[config.mk]
export PLATFORM = sky130hd
export DESIGN_NAME = lifo_stack_host
export DESIGN_NICKNAME = d
export VERILOG_FILES = /design/src/rtl/lifo_stack_host.sv
export SDC_FILE = /design/constraint.sdc
export NUM_CORES = 1
export LEC_CHECK = 0
export ABC_AREA = 1
export CORE_MARGIN = 3
export CORE_UTILIZATION = 40
export CTS_CLUSTER_SIZE = 24
export DETAILED_ROUTE_END_ITERATION = 16
export PLACE_DENSITY = 0.72
export SLEW_MARGIN = 20
export SYNTH_ARGS = -nofsm -noshare
export SYNTH_HDL_FRONTEND = slang
export SYNTH_SLANG_ARGS = --single-unit
[constraint.sdc]
create_clock -name clk -period 2.24 [get_ports clk]
set_input_delay 0.336 -clock clk [delete_from_list [all_inputs] [get_ports clk]]
set_output_delay 0.336 -clock clk [all_outputs]
set_load 0.02 [all_outputs]
[src/rtl/lifo_stack_host.sv]
// lifo_stack_host: initiator side of the two-phase push/pop stack protocol.
// Takes push/pop commands on a valid/ready port and drives the stack macro's
// push/pop/wdata strobes aligned to its internal step toggle. Each command
// returns exactly one response strobe carrying pop data or an error flag.
//
// Ports
//   clk, rst_n            clock, asynchronous active-low reset
//   cmd_valid/cmd_ready   command handshake (ready only in IDLE on phase 1)
//   cmd_op, cmd_data      0 = push / 1 = pop, push data
//   resp_valid            one-cycle response strobe
//   resp_data, resp_err   popped word, push-when-full / pop-when-empty flag
//   stk_push, stk_pop     registered stack strobes, high for two cycles
//   stk_wdata             registered stack write data
//   stk_rdata             stack registered read output
//   depth, full, empty    entry count and its boundary flags
module lifo_stack_host #(
    parameter int unsigned DATA_W = 8,
    parameter int unsigned DEPTH  = 256,
    parameter int unsigned CNT_W  = $clog2(DEPTH) + 1
) (
    input  logic              clk,
    input  logic              rst_n,
    input  logic              cmd_valid,
    output logic              cmd_ready,
    input  logic              cmd_op,
    input  logic [DATA_W-1:0] cmd_data,
    output logic              resp_valid,
    output logic [DATA_W-1:0] resp_data,
    output logic              resp_err,
    output logic              stk_push,
    output logic              stk_pop,
    output logic [DATA_W-1:0] stk_wdata,
    input  logic [DATA_W-1:0] stk_rdata,
    output logic [CNT_W-1:0]  depth,
    output logic              full,
    output logic              empty
);

    typedef enum logic [2:0] {
        IDLE = 3'd0,
        OP0  = 3'd1,
        OP1  = 3'd2,
        CAPT = 3'd3,
        RESP = 3'd4
    } state_e;

    state_e              state_q, state_d;
    logic                phase_q;
    logic                op_q, op_d;
    logic                cmd_ready_q, cmd_ready_d;
    logic                resp_valid_q, resp_valid_d;
    logic [DATA_W-1:0]   resp_data_q, resp_data_d;
    logic                resp_err_q, resp_err_d;
    logic                stk_push_q, stk_push_d;
    logic                stk_pop_q, stk_pop_d;
    logic [DATA_W-1:0]   stk_wdata_q, stk_wdata_d;
    logic [CNT_W-1:0]    depth_q, depth_d;
    logic                full_q, full_d;
    logic                empty_q, empty_d;
    logic                accept;
    logic                bad_op;

    // Accept is only possible when cmd_ready is high (IDLE, phase 1).
    assign accept = cmd_valid & cmd_ready_q;
    assign bad_op = cmd_op ? empty_q : full_q;

    // State and registered outputs.
    always_ff @(posedge clk or negedge rst_n) begin
        if (!rst_n) begin
            state_q      <= IDLE;
            phase_q      <= 1'b0;
            op_q         <= 1'b0;
            cmd_ready_q  <= 1'b0;
            resp_valid_q <= 1'b0;
            resp_data_q  <= '0;
            resp_err_q   <= 1'b0;
            stk_push_q   <= 1'b0;
            stk_pop_q    <= 1'b0;
            stk_wdata_q  <= '0;
            depth_q      <= '0;
            full_q       <= 1'b0;
            empty_q      <= 1'b1;
        end else begin
            state_q      <= state_d;
            phase_q      <= ~phase_q;
            op_q         <= op_d;
            cmd_ready_q  <= cmd_ready_d;
            resp_valid_q <= resp_valid_d;
            resp_data_q  <= resp_data_d;
            resp_err_q   <= resp_err_d;
            stk_push_q   <= stk_push_d;
            stk_pop_q    <= stk_pop_d;
            stk_wdata_q  <= stk_wdata_d;
            depth_q      <= depth_d;
            full_q       <= full_d;
            empty_q      <= empty_d;
        end
    end

    // Next-state and next-output logic.
    always_comb begin
        state_d      = state_q;
        op_d         = op_q;
        resp_valid_d = 1'b0;
        resp_data_d  = '0;
        resp_err_d   = 1'b0;
        stk_push_d   = stk_push_q;
        stk_pop_d    = stk_pop_q;
        stk_wdata_d  = stk_wdata_q;
        depth_d      = depth_q;

        unique case (state_q)
            IDLE: begin
                if (accept) begin
                    if (bad_op) begin
                        state_d      = RESP;
                        resp_valid_d = 1'b1;
                        resp_err_d   = 1'b1;
                    end else begin
                        state_d     = OP0;
                        op_d        = cmd_op;
                        stk_push_d  = ~cmd_op;
                        stk_pop_d   = cmd_op;
                        stk_wdata_d = cmd_data;
                    end
                end
            end
            OP0: begin
                state_d = OP1;
            end
            OP1: begin
                // Stack steps at the end of this phase-1 cycle.
                stk_push_d  = 1'b0;
                stk_pop_d   = 1'b0;
                stk_wdata_d = '0;
                if (op_q) begin
                    depth_d = depth_q - CNT_W'(1);
                    state_d = CAPT;
                end else begin
                    depth_d      = depth_q + CNT_W'(1);
                    state_d      = RESP;
                    resp_valid_d = 1'b1;
                end
            end
            CAPT: begin
                // Stack read register is valid one cycle after its step.
                state_d      = RESP;
                resp_valid_d = 1'b1;
                resp_data_d  = stk_rdata;
            end
            RESP: begin
                state_d = IDLE;
            end
            default: begin
                state_d = IDLE;
            end
        endcase
    end

    // Flags follow the next-cycle state and phase so they stay registered.
    assign cmd_ready_d = (state_d == IDLE) & ~phase_q;
    assign full_d      = (depth_d == CNT_W'(DEPTH));
    assign empty_d     = (depth_d == '0);

    assign cmd_ready  = cmd_ready_q;
    assign resp_valid = resp_valid_q;
    assign resp_data  = resp_data_q;
    assign resp_err   = resp_err_q;
    assign stk_push   = stk_push_q;
    assign stk_pop    = stk_pop_q;
    assign stk_wdata  = stk_wdata_q;
    assign depth      = depth_q;
    assign full       = full_q;
    assign empty      = empty_q;

endmodule
# Yosys cells after proc, flatten, opt, wreduce, memory -nomap -nowiden
# Index checks and enable logic that the tools add are counted.
[totals]
reg_bits = 37
wordCells = 54
[op_classes]
addsub = 2
n_eq_ne = 6
n_mux = 22
n_bitwise = 5
reduce_logical = 6
[ops]
columns = ["operator", "count"]
rows = [
  ["8-bit 2-to-1 mux", 3],
  ["9-bit 2-to-1 mux", 2],
  ["8-bit one-hot mux with 2 select lines", 1],
  ["3-bit one-hot mux with 4 select lines", 1],
  ["9-bit by 1-bit adder with 9-bit output, second input constant", 1],
  ["9-bit == test, second input constant", 1],
  ["9-bit logical NOT", 1],
  ["1-bit 2-to-1 mux", 9],
  ["3-bit 2-to-1 mux", 3],
  ["9-bit by 1-bit subtractor with 9-bit output, second input constant", 1],
  ["3-bit by 2-bit == test with 1-bit output, second input constant", 2],
  ["3-bit logical NOT", 2],
  ["3-bit AND reduction", 2],
  ["2-bit inequality test, second input constant", 2],
  ["1-bit one-hot mux with 2 select lines", 2],
  ["3-bit by 1-bit == test with 1-bit output, second input constant", 1],
  ["1-bit inverter", 3],
  ["1-bit one-hot mux with 3 select lines", 1],
  ["1-bit AND", 2],
  ["2-bit nonzero test", 1],
]

# Depth between registers and ports, before layout
[logic_depth]
depth_word = 6
mapped_depth = 13
mapped_depth_nobuf = 13

# Worst setup path after synthesis
# Ideal clock, no wire load.
[synth_timing]
path_type = "flip-flop to flip-flop"
startpoint = "reg depth_q[0], in the netlist depth[0]"
endpoint = "reg empty_q, in the netlist empty"
setup_ns = 0.068
t_arrival_ns = 1.808
t_required_ns = 2.172
setup_slack_ns = 0.364
path_stages_with_launch = 11
path_buffers = 0
synth_period_minus_slack_ns = 1.876
cell_sequence = "dfrtp_1 -> inv_1 -> fa_1 -> inv_1 -> o21ai_0 -> nand2_1 -> nor2_1 -> nand2_1 -> nor2_1 -> nand3_1 -> nor2_1"
[synth_via]
elab_chain_cells = 4
word_cells_on_any_way = 5
[synth_rtl]
columns = ["item", "line", "source"]
rows = [
  ["start, declared", "57", "logic [CNT_W-1:0] depth_q, depth_d;"],
  ["start signal, assigned", "94", "depth_q <= depth_d;"],
  ["9-bit by 1-bit adder with 9-bit output or 9-bit by 1-bit subtractor with 9-bit output (tied branches)", "140, 137", ""],
  ["9-bit 2-to-1 mux", "136", "if (op_q) begin"],
  ["9-bit 2-to-1 mux (*)", "112", "unique case (state_q)"],
  ["9-bit logical NOT (*)", "163", "assign empty_d = (depth_d == '0);"],
  ["net empty_d", "59", "logic empty_q, empty_d;"],
  ["end signal, assigned", "96", "empty_q <= empty_d;"],
  ["end, declared", "59", ""],
]
# The timed path passes the listed nets; every way through them passes the cells marked *.
# A chain may end at the register's enable or synchronous reset.

# Final worst setup path
[layout_timing]
startpoint = "reg op_q"
endpoint = "reg empty_q, in the netlist empty"
[layout_via]
elab_chain_cells = 3
[layout_rtl]
columns = ["item", "line", "source"]
rows = [
  ["start, declared", "49", "logic op_q, op_d;"],
  ["start signal, assigned", "86", "op_q <= op_d;"],
  ["9-bit 2-to-1 mux", "136", ""],
  ["9-bit 2-to-1 mux", "112", ""],
  ["net depth_d[8]", "57", ""],
  ["9-bit logical NOT", "163", ""],
  ["net empty_d", "59", ""],
]
# The timed path passes the listed nets, and every way through them passes these cells.

==> key figures <==
Timing
  • Worst setup margin: 0.256 ns
  • Worst-margin pin slew: about 0.81 ns
  • Crit share post-route: 88.6%
  • Slew HR: between 40% and 50%
  • Slew Limit Fails: 0
  • Final setup violation count: 0
  • Fmax: just over 0.5 GHz
  • Clock Skew: 0.00845 ns
  • Unrepaired setup endpoints after global routing: no
  • Fin crit period: around 2.0 ns
  • Number of hold violations in the final report: 0
  • Final setup TNS: 0 ns

Pwr
  • Leakage: about 0.0013 uW
  • Peak supply drop: around 0.00056 V
  • Pwr Density: ~1500 nW/um2

Synth
  • Yosys Warn Count: 0
  • Post-synthesis compound-gate area fraction: 4.06%
  • Post-Synth Simple-Gate Area: ~28%
  • Library cell with the largest summed area after synthesis: dfrtp_1
  • Yosys cell types: 23
  • Largest family of logic cells by synthesized area: simple AND/OR/NAND/NOR gates
  • XOR/XNOR Fraction of Synth Area: around 1.4%
  • Post-Synth Adder-Cell Area: 5.82%
  • Proportion of synthesized area in mux cells: 0%
  • Post-Syn Nets: 260
  • Synth top area share: about half
  • Synth Cell Area: 1850 um2
  • FF+latch count, synth: 37
  • Mean post-synth cell area: 7.97 um2
  • Ranking of synthesized cells by area: dfrtp_1, nand2_1, nand3_1, inv_1, ha_1
  • Mapped Cells: around 230
  • Sequential share of the synthesized area: between 50% and 60%

Clock tree
  • # Post-CTS Setup Buffers: 0
  • Hold buffer count at CTS: 0
  • CTS HTree Levels: 2
  • Clk root buf: clkbuf_8
  • Post_cts resized: 0
  • Clock latency on the worst-skew pair: 0.29 ns
  • CTS sink cnt: 37
  • CTS max path bufs: 2
  • Clock input transition at the sequential cells of the worst setup and hold paths: 0.07 ns
  • CTS tree: yes
  • Cts bufs inserted: 5

Route
  • Routed via count: 1,655
  • DRT Pass-1 Iters: 4
  • Post-DRT Antenna Nets: 0
  • Post-route DRC: 0
  • DR WL/cell: approximately 12 um
  • Final wirelength: between 4000 and 5000 um
  • Initial DRC Count: 75
  • Routed vias/inst: around 4.8

Floorplanning
  • Core area: roughly 4400 um2
  • Number of top-level pins: 52
  • Die ar.: between 5000 and 6000 um2
  • Placement Rows: 24
  • Die Span X: approximately 74 um
  • Starting Density: about two fifths
  • Die Ht: 74.0 um

Global routing
  • Initial antenna violation count: 0
  • Global Route Usage Sum: between 10% and 20%
  • Number of global-route vias before repair: approximately 1,500
  • First-pass GRT wire length: 6840 um
  • Largest net degree at the start of global routing: 38
  • GRT overflow: 0

Setup path
  • Crit path DAT: 2.22 ns
  • RR Startpoint: op_q$_DFFE_PN0P_
  • Reg-to-reg endpoint: empty$_DFF_PN1_
  • Worst R2R Path Depth: 10
  • CP endpoint kind: register
  • Critical path type: reg -> reg
  • Crit-path max FO: 8
  • R2R Setup Slk: about 0.26 ns
  • Crit path required time: approximately 2.5 ns
  • Critical Path Source Type: register

Placed design
  • DP Wirelength: between 3000 and 4000 um
  • Port buffer count: 51
  • Pre-CTS WS: around 0.26 ns
  • Routability cong.: between 0.9 and 1

Final layout
  • Share of cells above drive strength 1: under 10%
  • Diodes inserted: 0
  • Synthesis-to-finish area growth: 37.1%
  • NumNets Final: ~320
  • Filler cells: slightly above 400

Min path
  • Hold crit path type: in -> async

Run
  • Max cap viols: 0

Outcome
  • Status: finished, final reports clean
[cell type report]
| cell class | count | area, um2 | area share, % |
|---|---|---|---|
| well taps | 52 | 65.1 | 2.57 |
| clock inverters | 1 | 30.0 | 1.18 |
| repair buffers | 54 | 528 | 20.8 |
| clock buffers | 7 | 86.3 | 3.41 |
| inverters | 45 | 169 | 6.66 |
| flip-flops and latches | 37 | 927 | 36.6 |
| multi-input cells | 146 | 729 | 28.8 |
[worst max-delay path, cell delays in order (launching register included)]
cell     delay, ns
dfrtp_1       0.43
buf_4         0.19
ha_1          0.34
a21oi_1       0.25
o21a_1        0.18
nand2_1       0.07
nand2_1       0.06
nand2_1       0.05
a21oi_1       0.16
inv_1         0.07
nor2_1        0.11
[registers in the layout, summed over array words and instances, names as in the netlist]
register and cells:
resp_data 8, depth 9, resp_valid 1, phase_q 1
op_q 1, state_q 3, empty 1, resp_err 1
stk_wdata 8, cmd_ready 1, full 1, stk_push 1
stk_pop 1
[power by group]
part	switching (uW)	internal, uW	total, uW
Clock	233	363	596
Combinational	1280	844	2120
Sequential	148	866	1010
[cell usage after synthesis]
master and number:
nand2_1 58, inv_1 43, nand3_1 38, dfrtp_1 36, nor2_1 22, ha_1 7, o21ai_0 5, a21oi_1 4
clkbuf_1 2, inv_2 2, nand4_1 2, o221ai_1 2, buf_2 1, buf_6 1, dfstp_2 1, fa_1 1
nand2_2 1, nor2_2 1, nor4_1 1, o21a_1 1, o21ai_1 1, xor2_1 1, xor2_2 1
[metal layers]
layer  up-vias  track usage [%]  wire [um]
met3         6             5.81        290
met1       769             21.6       1860
met4         0             3.62         30
met2        45             25.7       1940
li1        835                -          -
met5         -                0          0
[how the worst max path moves through the flow]
stage	from	endpoint	slack [ns]	depth (start not counted)
2_1_floorplan	depth[0]$_DFF_PN0_	empty$_DFF_PN1_	0.36	10
5_1_grt	depth[0]$_DFF_PN0_	empty$_DFF_PN1_	0.04	10
3_3_place_gp	depth[0]$_DFF_PN0_	empty$_DFF_PN1_	0.28	10
4_1_cts	depth[0]$_DFF_PN0_	empty$_DFF_PN1_	0.24	13
6_report	op_q$_DFFE_PN0P_	empty$_DFF_PN1_	0.26	10
3_5_place_dp	depth[0]$_DFF_PN0_	empty$_DFF_PN1_	0.26	13
[cells in the final DEF, fill, tap and decap left out, types with 2 or more instances in the layout]
master,synthesis,routed
o21ai_0,5,5
ha_1,7,7
clkdlybuf4s50_1,0,50
nand3_1,38,38
inv_2,2,2
buf_4,0,3
a21oi_1,4,4
nand4_1,2,2
o221ai_1,2,2
nand2_1,58,58
nor2_1,22,22
inv_1,43,43
dfrtp_1,36,36
clkbuf_8,0,6
[stage by stage]
step	hold slack [ns]	instances	area (um2)	utilization (%)	power, uW
6_report	0.128	342	2530	57.4	3730
2_1_floorplan	0.0404	232	1850	-	2460
3_5_place_dp	0.414	334	2420	54.8	3150
5_1_grt	0.179	342	2530	57.4	4090
4_1_cts	0.158	342	2530	57.4	3760
3_3_place_gp	0.428	334	2420	54.8	3110
[cell families (layout without fill, tap and decap cells)]
logic type      Yosys count  in the layout
fa+ha+maj                 8              8
xor+xnor                  2              2
compound gates           13             13
simple gates            123            123
flops                    37             37
buf+inv                  49            107
(Power assumes the default switching activity.)
